<file path="src/rtl/led_matrix_bcm_scheduler_if.sv">
// Control/status bundle between the frame-buffer side and the BCM line scheduler.
interface led_matrix_bcm_scheduler_if #(
  parameter int unsigned SCAN_ROWS   = 16,
  parameter int unsigned COLOR_DEPTH = 8
);
  localparam int unsigned ROW_W   = (SCAN_ROWS > 1) ? $clog2(SCAN_ROWS) : 1;
  localparam int unsigned PLANE_W = (COLOR_DEPTH > 1) ? $clog2(COLOR_DEPTH) : 1;

  logic               run;
  logic [7:0]         prescale_div;
  logic               swap_req;
  logic               line_sync;
  logic               prescaler_enable;
  logic               prescaler_bypass;
  logic [ROW_W-1:0]   row_addr;
  logic [PLANE_W-1:0] bitplane;
  logic               buffer_sel;
  logic               swap_ack;
  logic               frame_start;
  logic               busy;

  modport master (
    output run, prescale_div, swap_req, line_sync,
    input  prescaler_enable, prescaler_bypass, row_addr, bitplane,
           buffer_sel, swap_ack, frame_start, busy
  );

  modport slave (
    input  run, prescale_div, swap_req, line_sync,
    output prescaler_enable, prescaler_bypass, row_addr, bitplane,
           buffer_sel, swap_ack, frame_start, busy
  );
endinterface

</file>
<file path="src/rtl/led_matrix_bcm_scheduler.sv">
// Row/bitplane sequencer for binary-coded-modulation LED matrix scanning,
// with driver step prescaler and frame-aligned double-buffer select.
module led_matrix_bcm_scheduler #(
  parameter int unsigned SCAN_ROWS   = 16,
  parameter int unsigned COLOR_DEPTH = 8
) (
  input  logic                      clk,
  input  logic                      rst_n,
  led_matrix_bcm_scheduler_if.slave bus
);
  localparam int unsigned ROW_W   = (SCAN_ROWS > 1) ? $clog2(SCAN_ROWS) : 1;
  localparam int unsigned PLANE_W = (COLOR_DEPTH > 1) ? $clog2(COLOR_DEPTH) : 1;
  localparam int unsigned DIV_W   = 8;

  typedef enum logic [1:0] {IDLE, RUN, DRAIN} state_e;

  state_e             state_q, state_d;
  logic [ROW_W-1:0]   row_q, row_d;
  logic [PLANE_W-1:0] plane_q, plane_d;
  logic [COLOR_DEPTH-1:0] rep_q, rep_d, rep_lim;
  logic [DIV_W-1:0]   div_q, div_d, pcnt_q, pcnt_d;
  logic               buf_q, buf_d;
  logic               ack_q, ack_d;
  logic               fs_q, fs_d;
  logic               hold_q, hold_d;

  logic active, divided, pcnt_wrap, line_adv;
  logic last_rep, last_plane, last_row, frame_end;

  // Plane b is held for 2^b lines: repeat limit is b ones in the low bits.
  always_comb begin
    rep_lim = '0;
    for (int i = 0; i < int'(COLOR_DEPTH); i++) begin
      rep_lim[i] = (PLANE_W'(i) < plane_q);
    end
  end

  assign active     = (state_q != IDLE);
  assign divided    = (div_q >= DIV_W'(2));
  assign pcnt_wrap  = (pcnt_q == div_q - DIV_W'(1));
  assign line_adv   = active & bus.line_sync;
  assign last_rep   = (rep_q == rep_lim);
  assign last_plane = (plane_q == PLANE_W'(COLOR_DEPTH - 1));
  assign last_row   = (row_q == ROW_W'(SCAN_ROWS - 1));
  assign frame_end  = line_adv & last_rep & last_plane & last_row;

  always_ff @(posedge clk or negedge rst_n) begin
    if (!rst_n) begin
      state_q <= IDLE;
      row_q   <= '0;
      plane_q <= '0;
      rep_q   <= '0;
      div_q   <= '0;
      pcnt_q  <= '0;
      buf_q   <= 1'b0;
      ack_q   <= 1'b0;
      fs_q    <= 1'b0;
      hold_q  <= 1'b0;
    end else begin
      state_q <= state_d;
      row_q   <= row_d;
      plane_q <= plane_d;
      rep_q   <= rep_d;
      div_q   <= div_d;
      pcnt_q  <= pcnt_d;
      buf_q   <= buf_d;
      ack_q   <= ack_d;
      fs_q    <= fs_d;
      hold_q  <= hold_d;
    end
  end

  always_comb begin
    state_d = state_q;
    row_d   = row_q;
    plane_d = plane_q;
    rep_d   = rep_q;
    div_d   = div_q;
    buf_d   = buf_q;
    ack_d   = 1'b0;
    fs_d    = 1'b0;
    // An acked request must be released before another idle swap is taken.
    hold_d  = hold_q & bus.swap_req;
    pcnt_d  = '0;

    if (active && divided) begin
      pcnt_d = pcnt_wrap ? '0 : pcnt_q + DIV_W'(1);
    end

    if (line_adv) begin
      if (!last_rep) begin
        rep_d = rep_q + COLOR_DEPTH'(1);
      end else begin
        rep_d = '0;
        if (!last_plane) begin
          plane_d = plane_q + PLANE_W'(1);
        end else begin
          plane_d = '0;
          row_d   = last_row ? '0 : row_q + ROW_W'(1);
        end
      end
    end

    case (state_q)
      IDLE: begin
        if (bus.swap_req && !hold_q) begin
          buf_d  = ~buf_q;
          ack_d  = 1'b1;
          hold_d = 1'b1;
        end
        if (bus.run) begin
          state_d = RUN;
          div_d   = bus.prescale_div;
          row_d   = '0;
          plane_d = '0;
          rep_d   = '0;
          pcnt_d  = '0;
          fs_d    = 1'b1;
        end
      end
      RUN: begin
        if (!bus.run) state_d = frame_end ? IDLE : DRAIN;
      end
      DRAIN: begin
        if (bus.run)        state_d = RUN;
        else if (frame_end) state_d = IDLE;
      end
      default: state_d = IDLE;
    endcase

    // Frame boundary: restart pulse and the only point a running swap may land.
    if (frame_end) begin
      if (state_d != IDLE) fs_d = 1'b1;
      if (bus.swap_req) begin
        buf_d  = ~buf_q;
        ack_d  = 1'b1;
        hold_d = 1'b1;
      end
    end
  end

  assign bus.row_addr         = row_q;
  assign bus.bitplane         = plane_q;
  assign bus.buffer_sel       = buf_q;
  assign bus.swap_ack         = ack_q;
  assign bus.frame_start      = fs_q;
  assign bus.busy             = active;
  assign bus.prescaler_bypass = active & ~divided;
  assign bus.prescaler_enable = active & divided & pcnt_wrap;
endmodule

</file>
<file path="src/flat_wrapper.sv">
// flat-port wrapper written by rule: the top's interface ports become plain ports
module led_matrix_bcm_scheduler_flat 
#(
  parameter int unsigned SCAN_ROWS   = 16,
  parameter int unsigned COLOR_DEPTH = 8
)
  (clk, rst_n, bus_run, bus_prescale_div, bus_swap_req, bus_line_sync, bus_prescaler_enable, bus_prescaler_bypass, bus_row_addr, bus_bitplane, bus_buffer_sel, bus_swap_ack, bus_frame_start, bus_busy);
  led_matrix_bcm_scheduler_if #(.SCAN_ROWS(SCAN_ROWS), .COLOR_DEPTH(COLOR_DEPTH)) bus_i ();
  input  logic clk;
  input  logic rst_n;
  input wire logic [$bits(bus_i.run)-1:0] bus_run;
  input wire logic [$bits(bus_i.prescale_div)-1:0] bus_prescale_div;
  input wire logic [$bits(bus_i.swap_req)-1:0] bus_swap_req;
  input wire logic [$bits(bus_i.line_sync)-1:0] bus_line_sync;
  output wire logic [$bits(bus_i.prescaler_enable)-1:0] bus_prescaler_enable;
  output wire logic [$bits(bus_i.prescaler_bypass)-1:0] bus_prescaler_bypass;
  output wire logic [$bits(bus_i.row_addr)-1:0] bus_row_addr;
  output wire logic [$bits(bus_i.bitplane)-1:0] bus_bitplane;
  output wire logic [$bits(bus_i.buffer_sel)-1:0] bus_buffer_sel;
  output wire logic [$bits(bus_i.swap_ack)-1:0] bus_swap_ack;
  output wire logic [$bits(bus_i.frame_start)-1:0] bus_frame_start;
  output wire logic [$bits(bus_i.busy)-1:0] bus_busy;
  assign bus_i.run = bus_run;
  assign bus_i.prescale_div = bus_prescale_div;
  assign bus_i.swap_req = bus_swap_req;
  assign bus_i.line_sync = bus_line_sync;
  assign bus_prescaler_enable = bus_i.prescaler_enable;
  assign bus_prescaler_bypass = bus_i.prescaler_bypass;
  assign bus_row_addr = bus_i.row_addr;
  assign bus_bitplane = bus_i.bitplane;
  assign bus_buffer_sel = bus_i.buffer_sel;
  assign bus_swap_ack = bus_i.swap_ack;
  assign bus_frame_start = bus_i.frame_start;
  assign bus_busy = bus_i.busy;
  led_matrix_bcm_scheduler #(.SCAN_ROWS(SCAN_ROWS), .COLOR_DEPTH(COLOR_DEPTH)) u_core (.clk(clk), .rst_n(rst_n), .bus(bus_i));
endmodule
</file>
<file path="config.mk">
export PLATFORM = sky130hd
export DESIGN_NAME = led_matrix_bcm_scheduler_flat
export DESIGN_NICKNAME = d
export VERILOG_FILES = /design/src/rtl/led_matrix_bcm_scheduler_if.sv /design/src/rtl/led_matrix_bcm_scheduler.sv /design/src/flat_wrapper.sv
export SDC_FILE = /design/constraint.sdc
export NUM_CORES = 1
export LEC_CHECK = 0
export BUFFER_PORTS_ARGS = -buffer_cell sky130_fd_sc_hd__buf_4
export CORE_MARGIN = 4
export CORE_UTILIZATION = 50
export CTS_BUF_LIST = sky130_fd_sc_hd__clkbuf_4 sky130_fd_sc_hd__clkbuf_8
export DETAILED_ROUTE_END_ITERATION = 8
export GPL_TIMING_DRIVEN = 0
export MAX_ROUTING_LAYER = met4
export PLACE_DENSITY = 0.7
export SLEW_MARGIN = 20
export SYNTH_ARGS = -nofsm -noshare
export SYNTH_HDL_FRONTEND = slang
export SYNTH_SLANG_ARGS = --single-unit
</file>
<file path="constraint.sdc">
create_clock -name clk -period 2.95 [get_ports clk]
set_clock_uncertainty 0.15 [all_clocks]
set_input_delay 0 -clock clk [delete_from_list [all_inputs] [get_ports clk]]
set_output_delay 0 -clock clk [all_outputs]
set_load 0.02 [all_outputs]
</file>
==> out/metrics.csv, run 1 <==
stage,metric,value,unit
cts,Post-CTS Setup Bufs,0,
critical_path,Max stage delay on crit path,0.51,ns
yosys,Synth Warn #,0,
critical_path,critical path cell sequence,"buf_6, or4_1, mux2i_1, o21ai_1, a211oi_4, or3b_1, a21oi_1",
cts,CTS buffer count,5,
critical_path,WP data arrival,2.57,ns
layout,Area Growth Syn to Fin,21.8,%
die,Die Ht,72.8,um
die,Core Area,4030,sq um
cts,worst-skew pair later-pin latency,0.30,ns
yosys,post-synth cell types,45,
global_routing,gr ovfl total,0,
cts,CTS sink count,37,
critical_path,Crit path max-delay family,simple AND/OR/NAND/NOR gates,
power_and_ir_drop,Pint,1030,uW
power_and_ir_drop,total power draw,1610,uW
critical_path,WP data required,3.02,ns
worst_hold_path,Hold Path Class,input port to asynchronous set/reset pin,
cts,CTS root buf,clkbuf_8,
die,die width,72.8,um
power_and_ir_drop,Reg power frac,41.9,%
routing,DR WL/cell,13.8,um
die,Core Rows,23,
sta,final setup fails,0,
sta,final hold violation count,0,
power_and_ir_drop,leakage,0.00120,uW
critical_path,Max Fanout on Critical Path,10,
die,Top-Level Pins,26,
global_routing,number of global-route vias before repair,1667,
yosys,"EDFF count, synth",0,
cts,H-tree levels,2,
power_and_ir_drop,Comb power frac,36.1,%
die,Initial Util,52.1,%
sta,relative slew slack,63.4,%
critical_path,CP Capture Type,flip-flop,
routing,Total Routed Length,4390,um
global_routing,first-pass GRT wire length,7590,um
global_routing,largest net degree at the start of global routing,38,
placement,routability-driven placement congestion ratio,0.784,
yosys,synthesized area,2100,sq um
status,status,finished clean,
critical_path,Levels on crit path,7,
layout,number of antenna diodes,0,
critical_path,crit path buf inv count,1,
routing,routed vias/inst,5.33,
critical_path,slowest cell on the critical path,or4_1,
yosys,ys flop type,dfrtp_1,
sta,FMAX,400,MHz
power_and_ir_drop,Peak VDD IR,327,uV
placement,hpwl dp,3050,um
die,die area,5300,sq um
power_and_ir_drop,Switching Share,36.2,%
sta,Worst Max-Slew Pin Slew,0.543,ns
power_and_ir_drop,Pwr Density,631,nW/um^2
global_routing,initial antenna violation count,0,
cts,"Reg clk slew, reported paths",0.08,ns
yosys,Synth area leaders,"dfrtp_1, xnor2_1, nand2_1",
critical_path,Crit Path Category,flip-flop to flip-flop,
routing,ANT nets after route,0,
yosys,Avg Inst Size Synth,9.37,sq um
yosys,"FF+latch count, synth",37,
sta,Hold Slack,0.0484,ns
yosys,Syn Nets,244,
routing,DRC marker count from the first detailed-route iteration,98,
routing,First-pass DRT Iterations,4,
yosys,Synth top area share,44.1,%
sta,setup_tns,0,ns
cts,TritonCTS clock tree,done,
sta,Max Transition Viols Final,0,
critical_path,worst r2r path cells,7,
cts,Max clock buf depth,2,
routing,Post-route DRC,0,
power_and_ir_drop,Clk pwr share,22.0,%
yosys,fraction of registers with async set/reset,100,%
routing,routed vias,1700,
yosys,Cells after Synth,224,
power_and_ir_drop,Sw Pwr,583,uW
placement,Port-buffer cells,25,
yosys,"Seq/Total Area, Yosys",44.1,%
global_routing,GRT Total Usage,19.2,%
layout,Nets,288,
sta,RSZ-0062 raised after global routing,false,
yosys,post-synth top area cell,dfrtp_1,
layout,layout cells sized above 1,15.2,%
run,Max Cap Viol,0,
sta,Final Cycle Share,84.8,%
sta,post-layout min period,2.50,ns
critical_path,Startpoint Class,flip-flop,
[routing by layer]
layer | part of all wire (%) | track usage (%)
met1 | 48 | 24.9
met3 | 4.4 | 4.96
met4 | 2.2 | 7.79
met2 | 45 | 28.6
met5 | 0 | -
[cells in the mapped netlist, types with 2 or more instances]
| cell type | number |
|---|---|
| and2_1 | 2 |
| o211ai_1 | 2 |
| a21boi_0 | 2 |
| nand4_1 | 8 |
| a31o_2 | 2 |
| xor2_1 | 12 |
| a21oi_1 | 7 |
| nand3b_1 | 2 |
| dfrtp_1 | 37 |
| and3_1 | 5 |
| ha_1 | 7 |
| buf_2 | 2 |
| xnor2_1 | 14 |
| mux2i_1 | 4 |
| inv_1 | 6 |
| nor3_1 | 5 |
| nand3_1 | 8 |
| nand2_1 | 31 |
| nor4_1 | 2 |
| nor2_1 | 31 |
| nand2b_1 | 3 |
| o21ai_0 | 4 |
| clkbuf_1 | 5 |
| nor2b_1 | 2 |
[placed cells by master (no fill, tap or decap), types with 3 or more instances in the layout]
cell type and count:
a21oi_1 7, and3_1 5, buf_4 25, clkbuf_1 5, clkbuf_8 5, dfrtp_1 37, dlygate4sd3_1 12, ha_1 7
inv_1 6, mux2i_1 4, nand2_1 31, nand2b_1 3, nand3_1 8, nand4_1 8, nor2_1 31, nor3_1 5
o21ai_0 4, xnor2_1 14, xor2_1 12
[worst reg2reg max path: cells and delay by family, from the launching register on]
kind                   cells  cell delay [ns]
muxes                      1             0.19
DFF                        1             0.41
AOI/OAI and AO/OA          3             0.63
and+or+nand+nor            2             0.90
buffers and inverters      1             0.15
[power by group through the flow]
stage          Combinational (uW)  Sequential [uW]  Clock [uW]
4_1_cts                       583              677         364
5_1_grt                       652              690         392
3_5_place_dp                  568              685           0
6_report                      583              676         354
2_1_floorplan                 413              690           0
3_3_place_gp                  558              684           0
[through the flow]
step,area [sq um],std cells,setup WS (ns),util (%)
detailed placement,2350,299,0.469,58.3
finish,2560,319,0.448,63.4
floorplan,2100,224,0.554,-
global placement,2350,299,0.490,58.3
global route,2560,319,0.302,63.4
CTS,2560,319,0.453,63.4
[layout make-up]
type	instances	area (sq um)
fill	368	1470
multi-input combinational	173	1110
sequential	37	926
timing repair buffer	37	308
clock buffer	6	76.3
tap	50	62.6
buffer	8	40.0
inverter	6	22.5
clock inverter	2	10.0
[logic make-up after synthesis]
kind of cell,after synthesis,synth area share [%]
multiplexers,4,1.91
adder cells (fa/ha/maj),7,4.17
AND/OR/NAND/NOR,105,24.1
AO/OA/AOI/OAI,30,10.8
buffers and inverters,14,2.98
XOR/XNOR,27,11.9
flip-flops,37,44.1
[worst paths after layout]
path | slack (ns) | end | from
setup / recovery | 0.45 | u_core.bus.bitplane[0] | u_core.bus.bitplane[0]
hold / removal | 0.05 | u_core.bus.buffer_sel | rst_n
setup reg to reg | 0.45 | u_core.bus.bitplane[0] | u_core.bus.bitplane[0]
hold reg to reg | 0.32 | u_core.bus.buffer_sel | u_core.bus.buffer_sel
max in group asynchronous | 2.26 | u_core.div_q[4] | rst_n
min in group clk | 0.27 | u_core.state_q[1] | bus_run
[registers in the layout, summed over array words and instances, names as in the netlist, 2 cells and up]
| signal | count |
|---|---|
| u_core.bus.bitplane | 3 |
| u_core.bus.row_addr | 4 |
| u_core.div_q | 8 |
| u_core.pcnt_q | 8 |
| u_core.rep_q | 8 |
| u_core.state_q | 2 |
[repair_timing]
action / in CTS / in global routing
gates resized for setup: 0 / 0
endpoints found under the hold margin: 52 / 0
hold buffers: 12 / 0
Power figures use the tool's default switching activity.
==> inputs of run 2 (changes only) <==
==> constraint.sdc (replaced) <==
create_clock -name clk -period 2.4 [get_ports clk]
set_clock_uncertainty 0.15 [all_clocks]
set_input_delay 0 -clock clk [delete_from_list [all_inputs] [get_ports clk]]
set_output_delay 0 -clock clk [all_outputs]
set_load 0.02 [all_outputs]
==> out/metrics.csv, run 2 (synthesis results as in run 1) <==
stage,metric,value,unit,change
die,Initial Util,52.1,%,unchanged
sta,Max Transition Viols Final,0,,unchanged
global_routing,number of global-route vias before repair,1685,,+1.1%
layout,"most common cell after layout, fill and taps aside",dfrtp_1,,
run,Max Cap Viol,0,,unchanged
cts,TritonCTS clock tree,done,,
cts,CTS sink count,37,,unchanged
global_routing,GRT Total Usage,19.3,%,+0.12 points
layout,FILL cells,353,,-4.1%
layout,Nets,293,,+1.7%
placement,hpwl dp,3050,um,unchanged
layout,most frequent cells in the layout,"dfrtp_1, nand2_1, nor2_1, buf_4, xnor2_1",,
layout,"Core Util, Final",65.0,%,+1.6 points
sta,Final Cycle Share,98.6,%,+14 points
worst_hold_path,Hold Path Class,input port to asynchronous set/reset pin,,
critical_path,Startpoint Class,flip-flop,,
critical_path,WP data required,2.47,ns,-0.55 ns
sta,Worst Max-Slew Pin Slew,0.545,ns,+0.00229 ns
power_and_ir_drop,Pwr Density,790,nW/um^2,+25%
die,Core Rows,23,,unchanged
critical_path,WP data arrival,2.44,ns,-0.13 ns
sta,relative slew slack,63.3,%,-0.15 points
critical_path,Max Fanout on Critical Path,10,,unchanged
global_routing,gr ovfl total,0,,unchanged
sta,post-layout min period,2.37,ns,-0.135 ns
routing,Post-route DRC,0,,unchanged
cts,CTS root buf,clkbuf_8,,
routing,routed vias/inst,5.34,,+0.14%
global_routing,first-pass GRT wire length,7650,um,+0.72%
layout,Area Growth Syn to Fin,24.8,%,
sta,final hold violation count,0,,unchanged
die,die width,72.8,um,unchanged
cts,Max clock buf depth,2,,unchanged
die,Top-Level Pins,26,,unchanged
routing,DR WL/cell,14.0,um,+1.3%
layout,number of antenna diodes,0,,unchanged
critical_path,slowest cell on the critical path,or4_4,,
die,die area,5300,sq um,unchanged
global_routing,initial antenna violation count,0,,unchanged
routing,ANT nets after route,0,,unchanged
routing,routed vias,1729,,+1.7%
critical_path,Crit path max-delay family,compound AO/OA/AOI/OAI gates,,
placement,routability-driven placement congestion ratio,0.784,,unchanged
sta,Hold Slack,0.0489,ns,+0.000567 ns
placement,Port-buffer cells,25,,unchanged
placement,DP Cell Count,299,,unchanged
cts,H-tree levels,2,,unchanged
layout,Largest regs,"u_core.div_q (8), u_core.pcnt_q (8), u_core.rep_q (8)",,
global_routing,largest net degree at the start of global routing,38,,unchanged
cts,CTS buffer count,5,,unchanged
critical_path,CP Capture Type,flip-flop,,
critical_path,critical path cell sequence,"buf_6, or4_4, mux2i_4, o211ai_1, a211oi_2, o21a_1, xor2_1",,
die,Core Area,4030,sq um,unchanged
cts,"Reg clk slew, reported paths",0.08,ns,about the same
power_and_ir_drop,Peak VDD IR,398,uV,+21%
routing,First-pass DRT Iterations,4,,unchanged
sta,final setup fails,0,,unchanged
cts,worst-skew pair later-pin latency,0.30,ns,about the same
critical_path,crit path buf inv count,1,,unchanged
layout,layout cells sized above 1,18.6,%,+3.4 points
sta,FMAX,422,MHz,+5.7%
layout,Layout Cells excl Fill,324,,+1.6%
die,Die Ht,72.8,um,unchanged
power_and_ir_drop,leakage,0.00123,uW,+2.4%
routing,DRC marker count from the first detailed-route iteration,81,,-17%
routing,Total Routed Length,4520,um,+2.9%
status,status,finished clean,,
critical_path,Crit Path Category,flip-flop to flip-flop,,
critical_path,Max stage delay on crit path,0.54,ns,+0.03 ns
[run 2: cell types whose count changed in the layout (fill, tap and decap cells not counted)]
cell / previous run / this run
a21oi_2: 0 / 1
mux2i_1: 4 / 3
buf_4: 25 / 30
mux2i_4: 0 / 1
nand2b_2: 0 / 1
o21ai_2: 0 / 1
or4_1: 1 / 0
or4_4: 0 / 1
a21oi_1: 7 / 6
nand2b_1: 3 / 2
o21ai_1: 1 / 0
[run 2: repair_timing]
item / 4_1_cts / 5_1_grt
endpoints found under the setup margin: 8 / 15
pin swaps: 1 / 6
hold buffers: 12 / 0
hold endpoints to repair: 52 / 0
setup buffers: 3 / 2
gates resized for setup: 1 / 5
[run 2: final cells by class]
class | count | area, sq um | area share [%]
multi-input cells | 173 | 1140 | 43.4
flip-flops and latches | 37 | 926 | 35.3
repair buffers | 42 | 345 | 13.2
clock buffers | 6 | 76.3 | 2.91
well taps | 50 | 62.6 | 2.39
plain buffers | 8 | 40.0 | 1.53
inverters | 6 | 22.5 | 0.860
clock inverters | 2 | 10.0 | 0.382
[run 2: final timing paths]
check,slack [ns],end,cells past startpoint,from
worst max-delay path,0.03,u_core.bus.buffer_sel,7,u_core.bus.bitplane[0]
worst max register to register,0.03,u_core.bus.buffer_sel,7,u_core.bus.bitplane[0]
worst min register to register,0.32,u_core.bus.buffer_sel,1,u_core.bus.buffer_sel
max in group asynchronous,1.71,u_core.div_q[4],2,rst_n
worst min-delay path,0.05,u_core.bus.buffer_sel,2,rst_n
min in group clk,0.27,u_core.state_q[1],3,bus_run
[run 2: stage by stage]
step | instance area (sq um) | worst slack [ns] | setup TNS [ns] | power [uW]
after floorplan | 2100 | 0.00443 | 0 | 1360
after global placement | 2350 | -0.0597 | -0.0597 | 1530
after detailed placement | 2350 | -0.0812 | -0.173 | 1540
after CTS | 2580 | 0.00323 | 0 | 2030
after global routing | 2620 | -0.0601 | -0.0768 | 2220
final | 2620 | 0.0331 | 0 | 2070
[run 2: layer usage]
metal | track usage (%) | up-vias | share of wire, %
met5 | - | - | 0
met4 | 7.79 | 0 | 1.8
met3 | 4.96 | 9 | 4.6
met2 | 28.8 | 41 | 47
met1 | 25.1 | 806 | 47
li1 | - | 873 | -
[run 2: report_power, final]
| group | switching (uW) | total, uW | internal, uW | leakage [uW] |
|---|---|---|---|---|
| sequential | 113 | 834 | 722 | 0.000490 |
| clock | 222 | 435 | 213 | 0.0000484 |
| combinational | 412 | 800 | 389 | 0.000691 |
| total | 746 | 2070 | 1320 | 0.00123 |
[run 2: worst register-to-register path: stages, from the launching register on]
cell,delay (ns)
dfrtp_1,0.39
buf_6,0.14
or4_4,0.54
mux2i_4,0.18
o211ai_1,0.18
a211oi_2,0.38
o21a_1,0.20
xor2_1,0.14
==> inputs of run 3 (changes only) <==
--- a/config.mk
+++ b/config.mk
@@ -7,12 +7,11 @@
 export LEC_CHECK = 0
 export BUFFER_PORTS_ARGS = -buffer_cell sky130_fd_sc_hd__buf_4
 export CORE_MARGIN = 4
-export CORE_UTILIZATION = 50
+export CORE_UTILIZATION = 40
 export CTS_BUF_LIST = sky130_fd_sc_hd__clkbuf_4 sky130_fd_sc_hd__clkbuf_8
 export DETAILED_ROUTE_END_ITERATION = 8
 export GPL_TIMING_DRIVEN = 0
 export MAX_ROUTING_LAYER = met4
-export PLACE_DENSITY = 0.7
 export SLEW_MARGIN = 20
 export SYNTH_ARGS = -nofsm -noshare
 export SYNTH_HDL_FRONTEND = slang
==> out/metrics.csv, run 3 (synthesis results as in run 1) <==
stage,metric,value,unit,change
routing,Total Routed Length,4310,um,-4.8%
placement,dpl cell area,2370,sq um,+1.1%
die,Initial Util,41.1,%,-11 points
routing,routed vias/inst,5.00,,-6.2%
critical_path,Max stage delay on crit path,0.53,ns,about the same
routing,routed vias,1716,,-0.75%
sta,final hold violation count,0,,unchanged
global_routing,GRT Total Usage,15.7,%,-3.6 points
power_and_ir_drop,Switching Share,36.1,%,+0.064 points
placement,hpwl dp,3050,um,about the same
sta,Final Cycle Share,97.4,%,-1.2 points
critical_path,worst r2r path cells,7,,unchanged
sta,Worst Max-Slew Pin Slew,0.554,ns,+0.00885 ns
cts,H-tree levels,2,,unchanged
layout,number of antenna diodes,0,,unchanged
die,die area,6470,sq um,+22%
routing,Post-route DRC,0,,unchanged
worst_hold_path,Hold Path Class,input port to asynchronous set/reset pin,,
global_routing,first-pass GRT wire length,7690,um,+0.63%
layout,Nets,292,,-0.34%
power_and_ir_drop,leakage,0.00122,uW,-1.1%
critical_path,Startpoint Class,flip-flop,,
power_and_ir_drop,Peak VDD IR,474,uV,+19%
critical_path,slowest cell on the critical path,or4_1,,
die,Core Rows,26,,+13%
power_and_ir_drop,Pwr Density,779,nW/um^2,-1.4%
cts,CTS root buf,clkbuf_8,,
die,die width,80.5,um,+11%
layout,fin area,2640,sq um,+0.62%
layout,Area Growth Syn to Fin,25.6,%,
power_and_ir_drop,Reg power frac,40.5,%,+0.2 points
sta,relative slew slack,62.6,%,-0.69 points
global_routing,gr ovfl total,0,,unchanged
routing,DR WL/cell,12.6,um,-10%
critical_path,Crit Path Category,flip-flop to flip-flop,,
layout,most frequent cells in the layout,"dfrtp_1, nand2_1, nor2_1, buf_4, xnor2_1",,
power_and_ir_drop,Comb power frac,37.9,%,-0.8 points
cts,CTS buffer count,5,,unchanged
global_routing,largest net degree at the start of global routing,38,,unchanged
placement,Port-buffer cells,25,,unchanged
cts,Max clock buf depth,2,,unchanged
critical_path,WP data arrival,2.41,ns,-0.03 ns
die,Top-Level Pins,26,,unchanged
critical_path,Crit path max-delay family,simple AND/OR/NAND/NOR gates,,
power_and_ir_drop,Pint,1310,uW,-0.91%
layout,"most common cell after layout, fill and taps aside",dfrtp_1,,
layout,Largest regs,"u_core.div_q (8), u_core.pcnt_q (8), u_core.rep_q (8)",,
critical_path,Levels on crit path,7,,unchanged
placement,DP Cell Count,319,,+6.7%
routing,ANT nets after route,0,,unchanged
routing,First-pass DRT Iterations,4,,unchanged
status,status,finished clean,,
power_and_ir_drop,Clk pwr share,21.6,%,+0.6 points
layout,FILL cells,504,,+43%
critical_path,CP Capture Type,flip-flop,,
global_routing,initial antenna violation count,0,,unchanged
placement,routability-driven placement congestion ratio,0.845,,+7.8%
cts,"Reg clk slew, reported paths",0.08,ns,about the same
critical_path,Max Fanout on Critical Path,10,,unchanged
critical_path,critical path cell sequence,"buf_6, or4_1, mux2i_2, o21ai_2, a211oi_4, or3b_1, a21oi_1",,
die,Core Area,5110,sq um,+27%
critical_path,crit path buf inv count,1,,unchanged
run,Max Cap Viol,0,,unchanged
power_and_ir_drop,Sw Pwr,742,uW,-0.63%
power_and_ir_drop,total power draw,2050,uW,-0.81%
sta,final setup fails,0,,unchanged
routing,DRC marker count from the first detailed-route iteration,98,,+21%
cts,CTS sink count,37,,unchanged
cts,worst-skew pair later-pin latency,0.29,ns,about the same
global_routing,number of global-route vias before repair,1750,,+3.9%
layout,Layout Cells excl Fill,343,,+5.9%
die,Die Ht,80.5,um,+11%
sta,Max Transition Viols Final,0,,unchanged
sta,FMAX,428,MHz,+1.3%
critical_path,WP data required,2.47,ns,about the same
cts,TritonCTS clock tree,done,,
sta,post-layout min period,2.34,ns,-0.0295 ns
layout,layout cells sized above 1,18.3,%,-0.30 points
run 3: what timing repair did:
item,in CTS,in global routing
pin swaps,3,3
resized for setup,1,4
hold buffers,12,0
setup endpoints to repair,8,16
hold endpoints to repair,52,0
buffers inserted,3,1
run 3: per-stage QoR:
stage / TNS (ns) / hold slack, ns / utilization (%) / setup WS, ns
floorplan: 0 / -0.446 / - / 0.00443
global placement: -0.0531 / -0.156 / 46.5 / -0.0531
detailed placement: -0.126 / -0.150 / 46.5 / -0.0774
CTS: 0 / 0.0734 / 51.2 / 0.00849
global route: -0.00464 / 0.0897 / 51.6 / -0.00442
finish: 0 / 0.0511 / 51.6 / 0.0626
run 3: path summary, 6_finish.rpt:
path | startpoint | end | slack, ns
worst max-delay path | u_core.bus.bitplane[0] | u_core.bus.bitplane[0] | 0.06
min in group clk | bus_prescale_div[6] | u_core.div_q[6] | 0.28
max in group asynchronous | rst_n | u_core.bus.row_addr[3] | 1.72
worst min-delay path | rst_n | u_core.bus.swap_ack | 0.05
worst max register to register | u_core.bus.bitplane[0] | u_core.bus.bitplane[0] | 0.06
worst min register to register | u_core.bus.buffer_sel | u_core.bus.buffer_sel | 0.32
run 3: power by group through the flow:
stage / combinational [uW] / sequential [uW] / clock [uW]
2_1_floorplan: 507 / 848 / 0
3_3_place_gp: 691 / 841 / 0
3_5_place_dp: 702 / 843 / 0
4_1_cts: 753 / 829 / 463
5_1_grt: 879 / 847 / 492
6_report: 778 / 831 / 444
run 3: metal layers:
layer / global-route usage (%) / wire length (um)
met4: 6.59 / 68
met1: 19.4 / 2090
met2: 24.7 / 2010
met3: 3.81 / 139
met5: - / 0
run 3: area by class of cell:
type | count | area (sq um) | share of cell area (%)
Sequential cell | 37 | 926 | 35.1
Inverter | 6 | 22.5 | 0.854
Timing Repair Buffer | 41 | 338 | 12.8
Clock buffer | 6 | 76.3 | 2.90
Buffer | 8 | 40.0 | 1.52
Multi-Input combinational cell | 173 | 1130 | 42.9
Tap cell | 70 | 87.6 | 3.32
Clock inverter | 2 | 15.0 | 0.570
